--- config.mk ---
export PLATFORM = sky130hd
export DESIGN_NAME = jtframe_bank_sched
export DESIGN_NICKNAME = d
export VERILOG_FILES = /design/src/rtl/jtframe_bank_pkg.sv /design/src/rtl/jtframe_rr_pick.sv /design/src/rtl/jtframe_bank_sched.sv
export SDC_FILE = /design/constraint.sdc
export NUM_CORES = 1
export LEC_CHECK = 0
export CAP_MARGIN = 20
export CORE_MARGIN = 5
export CORE_UTILIZATION = 47
export DETAILED_ROUTE_END_ITERATION = 12
export GPL_TIMING_DRIVEN = 0
export PLACE_DENSITY = 0.95
export REMOVE_ABC_BUFFERS = 1
export SETUP_SLACK_MARGIN = 0.1
export SLEW_MARGIN = 20
export SYNTH_ARGS = -nofsm -noshare
export SYNTH_HDL_FRONTEND = slang
export SYNTH_SLANG_ARGS = --single-unit
--- constraint.sdc ---
create_clock -name clk -period 9.14 [get_ports clk]
set_input_delay 0.914 -clock clk [delete_from_list [all_inputs] [get_ports clk]]
set_output_delay 0.914 -clock clk [all_outputs]
set_load 0.005 [all_outputs]
--- src/rtl/jtframe_bank_pkg.sv ---
// jtframe_bank_pkg: shared types and sizes for the SDRAM bank scheduler
package jtframe_bank_pkg;
  localparam int NBANK  = 4;
  localparam int TOUT_W = 8;
  typedef enum logic [1:0] {IDLE, ISSUE, WAIT} state_t;
  function automatic logic [1:0] oh2idx(input logic [NBANK-1:0] oh);
    return {oh[3] | oh[2], oh[3] | oh[1]};
  endfunction
endpackage

--- src/rtl/jtframe_rr_pick.sv ---
// jtframe_rr_pick: combinational 4-way round-robin picker searching from ptr+1
module jtframe_rr_pick
  import jtframe_bank_pkg::*;
(
  input  logic [NBANK-1:0] req_i,
  input  logic [1:0]       ptr_i,
  output logic [NBANK-1:0] gnt_o,
  output logic             vld_o
);
  assign vld_o = |req_i;
  always_comb begin
    gnt_o = '0;
    for (int i = 1; i <= NBANK; i++)
      if (req_i[ptr_i + 2'(i)] && gnt_o == '0) gnt_o[ptr_i + 2'(i)] = 1'b1;
  end
endmodule

--- src/rtl/jtframe_bank_sched.sv ---
// jtframe_bank_sched: 4-bank/download SDRAM command scheduler; JTFRAME_BANK_TIMEOUT_EN adds a WAIT watchdog
module jtframe_bank_sched
  import jtframe_bank_pkg::*;
#(
  parameter int SDRAMW = 22
) (
  input  logic                    clk,
  input  logic                    rst,
  input  logic                    downloading,
  input  logic [4*SDRAMW-1:0]     ba_addr,
  input  logic [NBANK-1:0]        ba_rd,
  input  logic [NBANK-1:0]        ba_wr,
  output logic [NBANK-1:0]        ba_ack,
  output logic [NBANK-1:0]        ba_rdy,
  input  logic [SDRAMW-1:0]       prog_addr,
  input  logic [1:0]              prog_ba,
  input  logic                    prog_rd,
  input  logic                    prog_we,
  output logic                    prog_ack,
  output logic                    prog_rdy,
  output logic                    cmd_req,
  output logic [1:0]              cmd_ba,
  output logic [SDRAMW-1:0]       cmd_addr,
  output logic                    cmd_wr,
  input  logic                    cmd_ack,
  input  logic                    cmd_rdy,
  output logic                    busy,
  output logic                    timeout
);
  state_t state_q, state_d;
  logic [1:0] ptr_q, ptr_d, sel_q, sel_d, cmd_ba_q, cmd_ba_d, gidx;
  logic [SDRAMW-1:0] cmd_addr_q, cmd_addr_d;
  logic [NBANK-1:0] breq, gnt, sel_oh, ack_q, ack_d, rdy_q, rdy_d;
  logic prog_q, prog_d, cmd_req_q, cmd_req_d, cmd_wr_q, cmd_wr_d;
  logic pack_q, pack_d, prdy_q, prdy_d, vld, expire;
  assign breq   = downloading ? '0 : ba_rd | ba_wr;
  assign gidx   = oh2idx(gnt);
  assign sel_oh = NBANK'(1) << sel_q;
  jtframe_rr_pick u_pick (.req_i(breq), .ptr_i(ptr_q), .gnt_o(gnt), .vld_o(vld));
`ifdef JTFRAME_BANK_TIMEOUT_EN
  logic [TOUT_W-1:0] cnt_q;
  logic tout_q;
  assign expire  = state_q == WAIT && !cmd_rdy && cnt_q == TOUT_W'(2**TOUT_W - 2);
  assign timeout = tout_q;
  always_ff @(posedge clk) begin
    if (rst) begin
      cnt_q  <= '0;
      tout_q <= 1'b0;
    end else begin
      cnt_q  <= state_q == WAIT ? cnt_q + 1'b1 : '0;
      tout_q <= tout_q | expire;
    end
  end
`else
  assign expire  = 1'b0;
  assign timeout = 1'b0;
`endif
  always_comb begin
    state_d    = state_q;
    ptr_d      = ptr_q;
    sel_d      = sel_q;
    prog_d     = prog_q;
    cmd_req_d  = cmd_req_q;
    cmd_ba_d   = cmd_ba_q;
    cmd_addr_d = cmd_addr_q;
    cmd_wr_d   = cmd_wr_q;
    ack_d      = '0;
    rdy_d      = '0;
    pack_d     = 1'b0;
    prdy_d     = 1'b0;
    case (state_q)
      IDLE: if (downloading ? prog_rd | prog_we : vld) begin
        state_d    = ISSUE;
        cmd_req_d  = 1'b1;
        prog_d     = downloading;
        sel_d      = gidx;
        cmd_ba_d   = downloading ? prog_ba : gidx;
        cmd_addr_d = downloading ? prog_addr : ba_addr[gidx*SDRAMW +: SDRAMW];
        cmd_wr_d   = downloading ? prog_we : ba_wr[gidx];
      end
      ISSUE: if (cmd_ack) begin
        cmd_req_d = 1'b0;
        ack_d     = prog_q ? '0 : sel_oh;
        pack_d    = prog_q;
        rdy_d     = cmd_rdy && !prog_q ? sel_oh : '0;
        prdy_d    = cmd_rdy & prog_q;
        ptr_d     = cmd_rdy && !prog_q ? sel_q : ptr_q;
        state_d   = cmd_rdy ? IDLE : WAIT;
      end
      WAIT: if (cmd_rdy || expire) begin
        rdy_d   = cmd_rdy && !prog_q ? sel_oh : '0;
        prdy_d  = cmd_rdy & prog_q;
        ptr_d   = prog_q ? ptr_q : sel_q;
        state_d = IDLE;
      end
      default: state_d = IDLE;
    endcase
  end
  always_ff @(posedge clk) begin
    if (rst) begin
      state_q    <= IDLE;
      ptr_q      <= 2'd3;
      sel_q      <= '0;
      prog_q     <= 1'b0;
      cmd_req_q  <= 1'b0;
      cmd_ba_q   <= '0;
      cmd_addr_q <= '0;
      cmd_wr_q   <= 1'b0;
      ack_q      <= '0;
      rdy_q      <= '0;
      pack_q     <= 1'b0;
      prdy_q     <= 1'b0;
    end else begin
      state_q    <= state_d;
      ptr_q      <= ptr_d;
      sel_q      <= sel_d;
      prog_q     <= prog_d;
      cmd_req_q  <= cmd_req_d;
      cmd_ba_q   <= cmd_ba_d;
      cmd_addr_q <= cmd_addr_d;
      cmd_wr_q   <= cmd_wr_d;
      ack_q      <= ack_d;
      rdy_q      <= rdy_d;
      pack_q     <= pack_d;
      prdy_q     <= prdy_d;
    end
  end
  assign cmd_req  = cmd_req_q;
  assign cmd_ba   = cmd_ba_q;
  assign cmd_addr = cmd_addr_q;
  assign cmd_wr   = cmd_wr_q;
  assign ba_ack   = ack_q;
  assign ba_rdy   = rdy_q;
  assign prog_ack = pack_q;
  assign prog_rdy = prdy_q;
  assign busy     = state_q != IDLE;
endmodule

==> results.tsv <==
metric	value	unit
cts-hold-fix-buffers	0	
final_area	5610	um^2
rsz0062_at_grt	no	
cts_buffers	5	
clk_latency	300	ps
diodes	0	
synth_cells	536	
wl	13900	um
rows	33	
worst_pin_slew	1190	ps
ys_seq_elements	43	
cts_setup_buffers	0	
hold_viol	0	
num_vias	4788	
critPathKind	primary input to flop	
dpl_cell_area	5510	um^2
die_area	10200	um^2
critPathLaunchType	primary input	
fin_total_pwr	780	uW
avgViaCountPerCell	6.25	
drive_gt1_frac	0.0439	
synth_edf_count	0	
ys_types	57	
period_share	0.554	
grt_pass1_wl	22100	um
cts_num_sinks	43	
final_cell_mix	162 x clkdlybuf4s50_1, 62 x inv_1, 45 x a21oi_1, 43 x dfxtp_1, 36 x a2111oi_0	
status	completed	
synth.area.top_cells	dfxtp_1 22%, a2111oi_0 8.1%, mux2i_1 8.0%	
clkSlewWorstSetupHoldPaths	90	ps
report.final.slew_viol_count	0	
placed_cells	758	
antenna_found_initial	0	
coreArea	8130	um^2
layout_commonest_cell	clkdlybuf4s50_1	
grt_busiest_layer	met2	
cts_tree	built	
tns	0	ps
crit_arrival	5280	ps
p_per_area	139	nW/um^2
maxCapViolations	0	
initial_core_util	0.478	
syn2layout_area_growth	44.2	%
post-route-util	0.689	
met1_usage	0.316	
period_needed	5060	ps
track_usage	0.261	
synth-main-ff-cell	dfxtp_1	
irDropWorstVdd	0.0832	mV
cp_max_fo	43	
hold_class	flop to flop	
synthArstFlopShare	0	
firstDrtPassIters	5	
finalNonFillerCells	766	
synth_top_area_frac	0.221	
setup_violations	0	
cts_root_buffer	clkbuf_8	
die_h	101	um
drc	0	
worst_setup_path_end_kind	flop	
fp.dieW	101	um
cpPeakStageDelay	910	ps
grt_pass1_vias	4790	
crit_path_cell_trace	buf_2 -> buf_12 -> or3_1 -> o221a_2 -> a211oi_4 -> o211a_1 -> a21o_1 -> nand2_1 -> o221ai_1	
synth-warning-count	0	
final_nets	798	
use_met3	0.0471	
leakage	2.22	nW
routedWlPerCell	18.2	um
grt_max_degree	44	
numPortBuffers	163	
ioPinCount	165	
post_cts_resized	0	
seq_area_frac_synth	0.221	
dp_hpwl	10200	um
required	9360	ps
fmax	197	MHz
slew-limit-headroom	0.210	
place_congestion	0.970	
clockBufferDepth	2	
drtIter0Drc	392	
htree_levels	2	
grt.overflow.total	0	
synth_largest_area_cell	dfxtp_1	
synth_area	3890	um^2
avgSynthCellArea	7.26	um^2
slowest_stage	o211a_1	
use_met2	0.452	
antenna_left	0	
fin_skew	10.7	ps
[cells by family after synthesis]
kind of cell / synth area share
mux: 0.0798
compound gates: 0.395
buf+inv: 0.120
other cells: 0.000964
flops: 0.221
simple gates: 0.148
fa+ha+maj: 0.0354
[report_power, final]
part | switching, mW | internal (mW)
combinational | 0.220 | 0.198
clock | 0.0733 | 0.0547
sequential | 0.0200 | 0.214
total | 0.313 | 0.467
[Yosys cell counts, types with 2 or more instances]
library cell,instances
inv_1,62
a31oi_1,17
dfxtp_1,43
or4_1,4
mux2i_1,31
nor4_1,3
o22ai_1,19
a22oi_1,2
a211o_1,3
a21oi_2,2
nand2b_1,6
buf_2,15
o211ai_1,22
nand3_1,23
nor3_1,10
a21oi_1,45
o21ai_0,23
nand2_1,29
or3_1,3
o211a_1,2
clkbuf_1,29
nor2_1,27
a211oi_1,11
buf_4,5
nor3b_1,2
a2111oi_0,36
o21ai_1,16
o221ai_1,5
ha_1,11
o31a_1,2
and2_1,2
[path summary, 6_finish.rpt]
kind	from	to	slack, ps	depth (start not counted)
min	cmd_ba[1]$_SDFFE_PP0P_	cmd_ba[1]$_SDFFE_PP0P_	510	2
max reg2reg	ptr_q[0]$_SDFFE_PP1P_	cmd_addr[18]$_SDFFE_PP0P_	4080	10
max	downloading	cmd_addr[19]$_SDFFE_PP0P_	4080	9
min reg2reg	cmd_ba[1]$_SDFFE_PP0P_	cmd_ba[1]$_SDFFE_PP0P_	510	2
[state kept, by name, summed over array words and instances, names as in the netlist]
register	count
cmd_addr	22
ba_ack	4
ba_rdy	4
cmd_ba	2
ptr_q	2
sel_q	2
state_q	2
cmd_req	1
cmd_wr	1
prog_ack	1
prog_q	1
prog_rdy	1
[cell type report]
| type | count | area [um^2] |
|---|---|---|
| clock buffers | 5 | 68.8 |
| clock inverters | 3 | 25.0 |
| multi-input cells | 381 | 2570 |
| fillers | 654 | 2530 |
| repair buffers | 167 | 1710 |
| inverters | 62 | 233 |
| flip-flops and latches | 43 | 861 |
| well taps | 105 | 131 |
[per-layer routing]
| metal | up-vias | part of all wire | routed length, um |
|---|---|---|---|
| met4 | 0 | 0.036 | 495 |
| met5 | - | 0 | 0 |
| li1 | 2254 | - | - |
| met2 | 293 | 0.48 | 6630 |
| met1 | 2194 | 0.40 | 5570 |
| met3 | 47 | 0.087 | 1210 |
[through the flow]
step | hold WS [ps] | worst slack (ps)
after floorplan | 465 | 4030
after global placement | 479 | 1110
after detailed placement | 498 | 3850
after CTS | 514 | 4150
after global routing | 538 | 3780
final | 509 | 4080
[worst max-delay path: cells and delay by family]
family	cells	cell delay [ps]
compound gates	5	2920
buf+inv	2	600
simple gates	2	810
Power figures use the tool's default switching activity.
